## src/rtl/tartaruga_pkg.sv

```systemverilog
`default_nettype none
// +----------------------------------------------------------------------+
// | tartaruga_pkg : shared types for the tartaruga pipeline back end      |
// | Rev 1.0                                                               |
// +----------------------------------------------------------------------+
package tartaruga_pkg;

  localparam int CNT_W = 64;

  typedef logic [31:0] bus32_t;
  typedef logic [4:0]  reg_addr_t;

  typedef enum logic [1:0] {
    WB_ALU = 2'd0,
    WB_MEM = 2'd1,
    WB_PC4 = 2'd2,
    WB_CSR = 2'd3
  } wb_origin_e;

  typedef struct packed {
    bus32_t     pc;
    reg_addr_t  rd;
    logic       reg_we;
    wb_origin_e wb_origin;
  } instr_t;

  typedef struct packed {
    logic   valid;
    instr_t instr;
    bus32_t result;
    logic   branch_taken;
    bus32_t branched_pc;
  } mem_to_wb_t;

  typedef struct packed {
    logic      valid;
    bus32_t    pc;
    reg_addr_t rd;
    bus32_t    data;
  } commit_t;

endpackage
`default_nettype wire

```

## src/rtl/wb_stage_if.sv

```systemverilog
`default_nettype none
// +----------------------------------------------------------------------+
// | wb_stage_if : memory-stage bundle, decode reads, redirect and trace   |
// | Rev 1.0                                                               |
// +----------------------------------------------------------------------+
interface wb_stage_if
  import tartaruga_pkg::*;
#(
  parameter int XLEN  = 32,
  parameter int CNT_W = 64
);

  mem_to_wb_t       mem_to_wb_i;
  reg_addr_t        rs1_addr_i;
  reg_addr_t        rs2_addr_i;
  logic [XLEN-1:0]  rs1_data_o;
  logic [XLEN-1:0]  rs2_data_o;
  logic             redirect_valid_o;
  logic [XLEN-1:0]  redirect_pc_o;
  logic             commit_valid_o;
  logic [XLEN-1:0]  commit_pc_o;
  reg_addr_t        commit_rd_o;
  logic [XLEN-1:0]  commit_data_o;
  logic [CNT_W-1:0] cycle_o;
  logic [CNT_W-1:0] instret_o;

  modport master (
    output mem_to_wb_i, rs1_addr_i, rs2_addr_i,
    input  rs1_data_o, rs2_data_o, redirect_valid_o, redirect_pc_o,
    input  commit_valid_o, commit_pc_o, commit_rd_o, commit_data_o,
    input  cycle_o, instret_o
  );

  modport slave (
    input  mem_to_wb_i, rs1_addr_i, rs2_addr_i,
    output rs1_data_o, rs2_data_o, redirect_valid_o, redirect_pc_o,
    output commit_valid_o, commit_pc_o, commit_rd_o, commit_data_o,
    output cycle_o, instret_o
  );

endinterface
`default_nettype wire

```

## src/rtl/wb_stage_regfile.sv

```systemverilog
`default_nettype none
// +----------------------------------------------------------------------+
// | wb_stage_regfile : 1W/2R register file, write bypass, x0 hardwired    |
// | Rev 1.0                                                               |
// +----------------------------------------------------------------------+
module wb_stage_regfile
  import tartaruga_pkg::*;
#(
  parameter int XLEN     = 32,
  parameter int NUM_REGS = 32,
  parameter int AW       = $clog2(NUM_REGS)
) (
  input  logic            clk_i,
  input  logic            rst_i,
  input  logic            we_i,
  input  logic [AW-1:0]   waddr_i,
  input  logic [XLEN-1:0] wdata_i,
  input  logic [AW-1:0]   raddr_a_i,
  input  logic [AW-1:0]   raddr_b_i,
  output logic [XLEN-1:0] rdata_a_o,
  output logic [XLEN-1:0] rdata_b_o
);

  logic [XLEN-1:0] regs_q [NUM_REGS];
  logic [AW-1:0]   raddr  [2];

  assign raddr[0] = raddr_a_i;
  assign raddr[1] = raddr_b_i;

  // Entry 0 is cleared by reset and never written, so it stays zero.
  always_ff @(posedge clk_i or posedge rst_i) begin
    if (rst_i) begin
      for (int i = 0; i < NUM_REGS; i++) begin
        regs_q[i] <= '0;
      end
    end else if (we_i && (waddr_i != '0)) begin
      regs_q[waddr_i] <= wdata_i;
    end
  end

  for (genvar p = 0; p < 2; p++) begin : g_rd
    logic [XLEN-1:0] rdata;
    always_comb begin
      rdata = '0;
      if (raddr[p] != '0) begin
        rdata = (we_i && (waddr_i == raddr[p])) ? wdata_i : regs_q[raddr[p]];
      end
    end
  end

  assign rdata_a_o = g_rd[0].rdata;
  assign rdata_b_o = g_rd[1].rdata;

endmodule
`default_nettype wire

```

## src/rtl/wb_stage.sv

```systemverilog
`default_nettype none
// +----------------------------------------------------------------------+
// | wb_stage : writeback - register file, redirect, commit trace, counters|
// | Rev 1.0                                                               |
// +----------------------------------------------------------------------+
module wb_stage
  import tartaruga_pkg::*;
#(
  parameter int XLEN     = 32,
  parameter int NUM_REGS = 32,
  parameter int CNT_W    = 64
) (
  input  logic      clk_i,
  input  logic      rst_i,
  wb_stage_if.slave wb_if
);

  mem_to_wb_t m;
  logic       ret;
  logic       wr;
  logic       unused_origin;

  assign m             = wb_if.mem_to_wb_i;
  assign ret           = m.valid;
  assign wr            = ret & m.instr.reg_we & (m.instr.rd != '0);
  assign unused_origin = ^m.instr.wb_origin;

  wb_stage_regfile #(
    .XLEN     (XLEN),
    .NUM_REGS (NUM_REGS)
  ) u_regfile (
    .clk_i     (clk_i),
    .rst_i     (rst_i),
    .we_i      (wr),
    .waddr_i   (m.instr.rd),
    .wdata_i   (m.result),
    .raddr_a_i (wb_if.rs1_addr_i),
    .raddr_b_i (wb_if.rs2_addr_i),
    .rdata_a_o (wb_if.rs1_data_o),
    .rdata_b_o (wb_if.rs2_data_o)
  );

  logic             redirect_valid_q, redirect_valid_d;
  bus32_t           redirect_pc_q,    redirect_pc_d;
  commit_t          commit_q,         commit_d;
  logic [CNT_W-1:0] cycle_q,          cycle_d;
  logic [CNT_W-1:0] instret_q,        instret_d;

  always_comb begin
    redirect_valid_d = ret & m.branch_taken;
    redirect_pc_d    = redirect_pc_q;
    commit_d         = commit_q;
    commit_d.valid   = ret;
    cycle_d          = cycle_q + CNT_W'(1);
    instret_d        = instret_q;

    if (redirect_valid_d) begin
      redirect_pc_d = m.branched_pc;
    end
    // Trace fields only move on a retire so they keep the last commit visible.
    if (ret) begin
      commit_d.pc   = m.instr.pc;
      commit_d.rd   = wr ? m.instr.rd : '0;
      commit_d.data = wr ? m.result   : '0;
      instret_d     = instret_q + CNT_W'(1);
    end
  end

  always_ff @(posedge clk_i or posedge rst_i) begin
    if (rst_i) begin
      redirect_valid_q <= 1'b0;
      redirect_pc_q    <= '0;
      commit_q         <= '0;
      cycle_q          <= '0;
      instret_q        <= '0;
    end else begin
      redirect_valid_q <= redirect_valid_d;
      redirect_pc_q    <= redirect_pc_d;
      commit_q         <= commit_d;
      cycle_q          <= cycle_d;
      instret_q        <= instret_d;
    end
  end

  assign wb_if.redirect_valid_o = redirect_valid_q;
  assign wb_if.redirect_pc_o    = redirect_pc_q;
  assign wb_if.commit_valid_o   = commit_q.valid;
  assign wb_if.commit_pc_o      = commit_q.pc;
  assign wb_if.commit_rd_o      = commit_q.rd;
  assign wb_if.commit_data_o    = commit_q.data;
  assign wb_if.cycle_o          = cycle_q;
  assign wb_if.instret_o        = instret_q;

endmodule
`default_nettype wire
```

## src/flat_wrapper.sv

```systemverilog
// flat-port wrapper written by rule: the top's interface ports become plain ports
module wb_stage_flat import tartaruga_pkg::*;
#(
  parameter int XLEN     = 32,
  parameter int NUM_REGS = 32,
  parameter int CNT_W    = 64
)
  (clk_i, rst_i, wb_if_mem_to_wb_i, wb_if_rs1_addr_i, wb_if_rs2_addr_i, wb_if_rs1_data_o, wb_if_rs2_data_o, wb_if_redirect_valid_o, wb_if_redirect_pc_o, wb_if_commit_valid_o, wb_if_commit_pc_o, wb_if_commit_rd_o, wb_if_commit_data_o, wb_if_cycle_o, wb_if_instret_o);
  wb_stage_if #(.XLEN(XLEN), .CNT_W(CNT_W)) wb_if_i ();
  input  logic clk_i;
  input  logic rst_i;
  input wire logic [$bits(wb_if_i.mem_to_wb_i)-1:0] wb_if_mem_to_wb_i;
  input wire logic [$bits(wb_if_i.rs1_addr_i)-1:0] wb_if_rs1_addr_i;
  input wire logic [$bits(wb_if_i.rs2_addr_i)-1:0] wb_if_rs2_addr_i;
  output wire logic [$bits(wb_if_i.rs1_data_o)-1:0] wb_if_rs1_data_o;
  output wire logic [$bits(wb_if_i.rs2_data_o)-1:0] wb_if_rs2_data_o;
  output wire logic [$bits(wb_if_i.redirect_valid_o)-1:0] wb_if_redirect_valid_o;
  output wire logic [$bits(wb_if_i.redirect_pc_o)-1:0] wb_if_redirect_pc_o;
  output wire logic [$bits(wb_if_i.commit_valid_o)-1:0] wb_if_commit_valid_o;
  output wire logic [$bits(wb_if_i.commit_pc_o)-1:0] wb_if_commit_pc_o;
  output wire logic [$bits(wb_if_i.commit_rd_o)-1:0] wb_if_commit_rd_o;
  output wire logic [$bits(wb_if_i.commit_data_o)-1:0] wb_if_commit_data_o;
  output wire logic [$bits(wb_if_i.cycle_o)-1:0] wb_if_cycle_o;
  output wire logic [$bits(wb_if_i.instret_o)-1:0] wb_if_instret_o;
  assign wb_if_i.mem_to_wb_i = wb_if_mem_to_wb_i;
  assign wb_if_i.rs1_addr_i = wb_if_rs1_addr_i;
  assign wb_if_i.rs2_addr_i = wb_if_rs2_addr_i;
  assign wb_if_rs1_data_o = wb_if_i.rs1_data_o;
  assign wb_if_rs2_data_o = wb_if_i.rs2_data_o;
  assign wb_if_redirect_valid_o = wb_if_i.redirect_valid_o;
  assign wb_if_redirect_pc_o = wb_if_i.redirect_pc_o;
  assign wb_if_commit_valid_o = wb_if_i.commit_valid_o;
  assign wb_if_commit_pc_o = wb_if_i.commit_pc_o;
  assign wb_if_commit_rd_o = wb_if_i.commit_rd_o;
  assign wb_if_commit_data_o = wb_if_i.commit_data_o;
  assign wb_if_cycle_o = wb_if_i.cycle_o;
  assign wb_if_instret_o = wb_if_i.instret_o;
  wb_stage #(.XLEN(XLEN), .NUM_REGS(NUM_REGS), .CNT_W(CNT_W)) u_core (.clk_i(clk_i), .rst_i(rst_i), .wb_if(wb_if_i));
endmodule
```

## config.mk

```make
export PLATFORM = sky130hd
export DESIGN_NAME = wb_stage_flat
export DESIGN_NICKNAME = d
export VERILOG_FILES = /design/src/rtl/tartaruga_pkg.sv /design/src/rtl/wb_stage_if.sv /design/src/rtl/wb_stage_regfile.sv /design/src/rtl/wb_stage.sv /design/src/flat_wrapper.sv
export SDC_FILE = /design/constraint.sdc
export NUM_CORES = 2
export LEC_CHECK = 0
export BUFFER_PORTS_ARGS = -buffer_cell sky130_fd_sc_hd__clkbuf_2
export CAP_MARGIN = 0
export CORE_UTILIZATION = 46
export DETAILED_ROUTE_END_ITERATION = 12
export PLACE_DENSITY = 0.77
export SLEW_MARGIN = 20
export SYNTH_ARGS = -nofsm -noshare
export SYNTH_HDL_FRONTEND = slang
export SYNTH_SLANG_ARGS = --single-unit
```

## constraint.sdc

```tcl
create_clock -name clk_i -period 34.5 [get_ports clk_i]
set_clock_uncertainty 0.05 [all_clocks]
set_input_delay 1.725 -clock clk_i [delete_from_list [all_inputs] [get_ports clk_i]]
set_output_delay 1.725 -clock clk_i [all_outputs]
set_load 0.02 [all_outputs]
```

Yosys cells after proc, flatten, opt, wreduce, memory -nomap -nowiden
Cells that the tools add are included.

storage, ports and cells
  input bits = 118
  output and inout bits = 295
  flip-flop bits (word level) = 1255
  word-level logic and storage cells = 76

cells by class
  order comparisons = 4
  bitwise operators = 6
  add/subtract/negate cells = 2
  equality and inequality tests = 2
  muxes and demuxes = 15
  reduce and logical (&&, ||, !) cells = 7

operators by type and width
  kind                     count
  $bwmux W1024             1
  $bmux W32 S5             2
  $mux W32                 10
  $demux W32 S5            1
  $add A64 B1 Y64 const B  2
  $ge A6 B6 Y1 const B     3
  $not A5 Y6               3
  $reduce_bool A5 Y1       3
  $eq A5 B5 Y1             2
  $lt A6 B1 Y1 const B     1
  $mux W5                  1
  $logic_and A1 B1 Y1      4
  $and A1 B1 Y1            3

Logic depth before layout (Yosys ltp)
  word-level depth = 6
  gate-level depth with buffers = 10
  mapped depth without buffers = 6

By module
Synthesis repeated with hierarchy kept, for this count alone.

second synthesis, totals
  cell total of the unflattened synthesis = 4698
  area, all modules = 64913.5 µm²

modules (own cells, without submodules)
  module            area each (µm²)  instances  cells each  sequential area each (µm²)
  wb_stage_regfile  55132.9          1          3850        25624.6
  wb_stage          9780.6           1          848         5780.5

Least setup slack after synthesis
OpenSTA, ideal clock, no wires.

  path kind = input port to output port
  from = input wb_if_rs1_addr_i[0]
  to = output wb_if_rs1_data_o[7]
  data required time = 32.725 ns
  path slack = 29.287 ns
  buffers on the path = 3
  cell stages on the path = 7
  arrival time = 3.438 ns
  cells stage by stage = buf_6 > buf_2 > buf_4 > mux4_2 > mux2i_1 > a211oi_1 > a211o_1

on the way
  longest elaborated chain between the ends = 6
  elaborated cells on any way between the ends = 9
  classes of those cells = eq/ne (1); mux (5); bitwise (1); reduce/logical (2)

ends and longest elaborated chain
  what                                         line                    RTL
  start: declaration                           flat_wrapper.sv:13      input wire logic [$bits(wb_if_i.rs1_addr_i)-1:0] wb_if_rs1_addr_i;
  $not A5 Y6 (implied by the code)             wb_stage_regfile.sv:46  rdata = (we_i && (waddr_i == raddr[p])) ? wdata_i : regs_q[raddr[p]];
  $bmux W32 S5                                 wb_stage_regfile.sv:46
  $mux W32 (implied by the code) (2 in a row)  wb_stage_regfile.sv:46
  $mux W32                                     wb_stage_regfile.sv:46
  $mux W32 *                                   wb_stage_regfile.sv:45  if (raddr[p] != '0) begin
  end: declaration                             flat_wrapper.sv:15      output wire logic [$bits(wb_if_i.rs1_data_o)-1:0] wb_if_rs1_data_o;

Mark *: on every way between the ends. The rest lies on a longest branch, timed or not. The select of a mux whose other input is x is not followed.

Final worst setup path
  from = input wb_if_rs1_addr_i[2]
  to = output wb_if_rs1_data_o[3]

Same word-level chain as after synthesis.

==> impl_results.md <==
- Syn nets: 4724
- F_max: 131 MHz
- Largest net degree at the start of global routing: 179
- Worst Hold Launch: u_core.u_regfile.regs_q[1005]
- Routed len/inst: 28.4 um
- Worst r2r src: u_core.wb_if.instret_o[2]
- Psw: 1.05 mW
- Finished Cell Area: 73000 sq um
- Setup bufs post-CTS: 0
- Placer Congestion: 0.823
- Cells after synthesis: 4604
- DR DRC count: 0
- CTS tree: built
- Worst-Margin Slew: 1.25 ns
- Layout cells sized above 1: 46.5%
- Htree depth: 4
- CP Launch Type: primary input
- Die span in y: 378 um
- Period utilisation layout: 22.1%
- Post-layout min period: 7.63 ns
- Io pins: 413
- Via/cell ratio: 6.44
- VDD IR-drop max: 0.0518 mV
- Max-Cap Viols: 0
- First-pass GRT wire length: 288 mm
- Register area share after synthesis: 48.2%
- Flop pwr share: 45.5%
- Int Power: 2.84 mW
- Crit path launch: wb_if_rs1_addr_i[2]
- Clock Path Buffers: 3
- Asr flop ratio synth: 100%
- I/O Buffers: 410
- Placed wire-length estimate: 112 mm
- Die ar.: 143000 sq um
- CTS Sinks: 1255
- Mapped Area: 65100 sq um
- Worst Path Required: 32.72 ns
- CTS-repair resized insts: 0
- Synth cell types: 59
- Post-synth EDFFs: 0
- Worst-path clk slew: 0.06 ns
- Commonest cells post-synth: 1255 x dfrtp_1, 1057 x mux2_2, 444 x mux4_2
- Initial antenna violation count: 6
- Yosys top cell by area: dfrtp_1
- Clk pwr share: 38.3%
- CTS Hold Buffers Added: 0
- Final Hold Vio Count: 0
- Drt total wl: 192 mm
- Critical path class: primary input to output pin
- Critical path capture point type: output pin
- Nets: 4904
- Worst skew pair latency: 0.78 ns
- Vias in the first global route: 44520
- Dpl cell area: 68400 sq um
- Comb pwr share: 16.2%
- Leakage dissipation: 33.2 nW
- Total negative slack: 0 ns
- PD cells: 53.3 nW/um^2
- Status: complete, no violations
- CTS buffer count: 138
- Max FO, Critical Path: 65
- Root buf cell: clkbuf_16
- Ys Warns: 0
- Initial Utilization: 46.5%
- Max-slew violations: 0
- FF+latch count, synth: 1255
- Critical Path AT: 5.85 ns
- First-pass DRT Iterations: 7
- Area of the core: 140000 sq um
- Hold/Removal Path Class: flop to flop
- GRT Util Overall: 27.0%
- Initial DRC Count: 4686
- Top-count cell post-synth: dfrtp_1
- Worst hold margin: 0.345 ns
- Sw Ratio: 27.0%
- Via count: 43592
- Gr ovfl total: 0
- Normalized max-slew margin: 16.5%
- Top_reg_cell synth: dfrtp_1
- RSZ-0062 raised after global routing: false
- FP Rows: 137
- Synth top area share: 48.2%
- Chip width: 378 um
- Most area-consuming cells after synthesis: dfrtp_1 48%, mux2_2 18%, mux4_2 15%, mux2i_1 3.1%, a211oi_1 1.4%
- Syn_area_per_cell: 14.1 sq um
- Area grow syn2layout: 12.1%
- Final ANT Viol Nets: 0
- Setup-failing EPs final: 0
[registers in the layout, indices dropped and copies added, names as in the netlist]
| signal | cells |
|---|---|
| u_core.u_regfile.regs_q | 1024 |
| u_core.wb_if.commit_data_o | 32 |
| u_core.wb_if.commit_pc_o | 32 |
| u_core.wb_if.commit_rd_o | 5 |
| u_core.wb_if.commit_valid_o | 1 |
| u_core.wb_if.cycle_o | 64 |
| u_core.wb_if.instret_o | 64 |
| u_core.wb_if.redirect_pc_o | 32 |
| u_core.wb_if.redirect_valid_o | 1 |
[per-stage QoR]
| stage | util, % | worst slack (ns) | cells | power (mW) |
|---|---|---|---|---|
| 2_1_floorplan | - | 15.38 | 4604 | 2.24 |
| 5_1_grt | 52.1 | 26.70 | 6765 | 4.03 |
| 4_1_cts | 52.1 | 26.96 | 6764 | 3.91 |
| 3_5_place_dp | 48.8 | 26.97 | 6519 | 2.42 |
| 3_3_place_gp | 48.8 | 26.97 | 6519 | 2.38 |
| 6_report | 52.1 | 26.87 | 6773 | 3.89 |
[critical path, stage by stage]
cell and delay [ns]:
buf_6 0.55, buf_4 0.52, nor2_1 0.07, buf_4 0.26
a21oi_1 0.75, o31ai_4 0.40, buf_4 0.46, a211oi_1 0.50
a211o_1 0.22, clkbuf_2 0.19
[cell families after synthesis]
logic type      Yosys count  synth area share, %
fa+ha+maj                 2               0.0384
xor+xnor                135                 1.82
simple gates            559                 4.55
flops                  1255                 48.2
compound gates          424                 4.79
mux                    1709                 36.8
buf+inv                 520                 3.76
[layer usage]
layer,part of all wire [%],GRT usage [%],wire length [um],vias up
li1,-,-,-,17793
met1,39,35.4,74900,23185
met2,47,42.4,91200,2104
met3,8.8,6.25,17000,508
met4,4.8,12.7,9180,2
met5,0.0062,0,12,-
[layout by cell type, fill, tap and decap left out, types with 71 or more instances in the layout]
cell,count
a22oi_1,71
mux2i_1,203
xnor2_1,74
buf_4,83
dfrtp_1,1255
clkbuf_16,140
mux2_2,1057
clkbuf_2,401
nand2_1,152
a211oi_1,120
mux4_2,444
[power groups by stage]
stage | combinational (mW) | sequential, mW | clock, mW
3_3_place_gp | 0.610 | 1.77 | 0
3_5_place_dp | 0.627 | 1.79 | 0
6_report | 0.629 | 1.77 | 1.49
5_1_grt | 0.671 | 1.79 | 1.57
2_1_floorplan | 0.462 | 1.78 | 0
4_1_cts | 0.630 | 1.77 | 1.51
[path summary, 6_finish.rpt]
| check | end | slack (ns) | cells past startpoint |
|---|---|---|---|
| worst min-delay path | u_core.u_regfile.regs_q[1005] | 0.34 | 0 |
| min in group asynchronous | u_core.wb_if.commit_data_o[14] | 0.80 | 2 |
| worst max register to register | u_core.wb_if.instret_o[57] | 31.92 | 5 |
| worst min register to register | u_core.u_regfile.regs_q[1005] | 0.34 | 0 |
| worst max-delay path | wb_if_rs1_data_o[3] | 26.87 | 10 |
| max in group asynchronous | u_core.wb_if.cycle_o[40] | 30.15 | 6 |
[final cells by class]
type	count	area [sq um]
multi-input combinational	2829	31500
clock inverter	43	534
clock buffer	202	4020
sequential	1255	31400
tap	1876	2350
timing repair buffer	502	2930
fill	11414	67000
antenna	8	20.0
inverter	58	224
(Power assumes the default switching activity.)
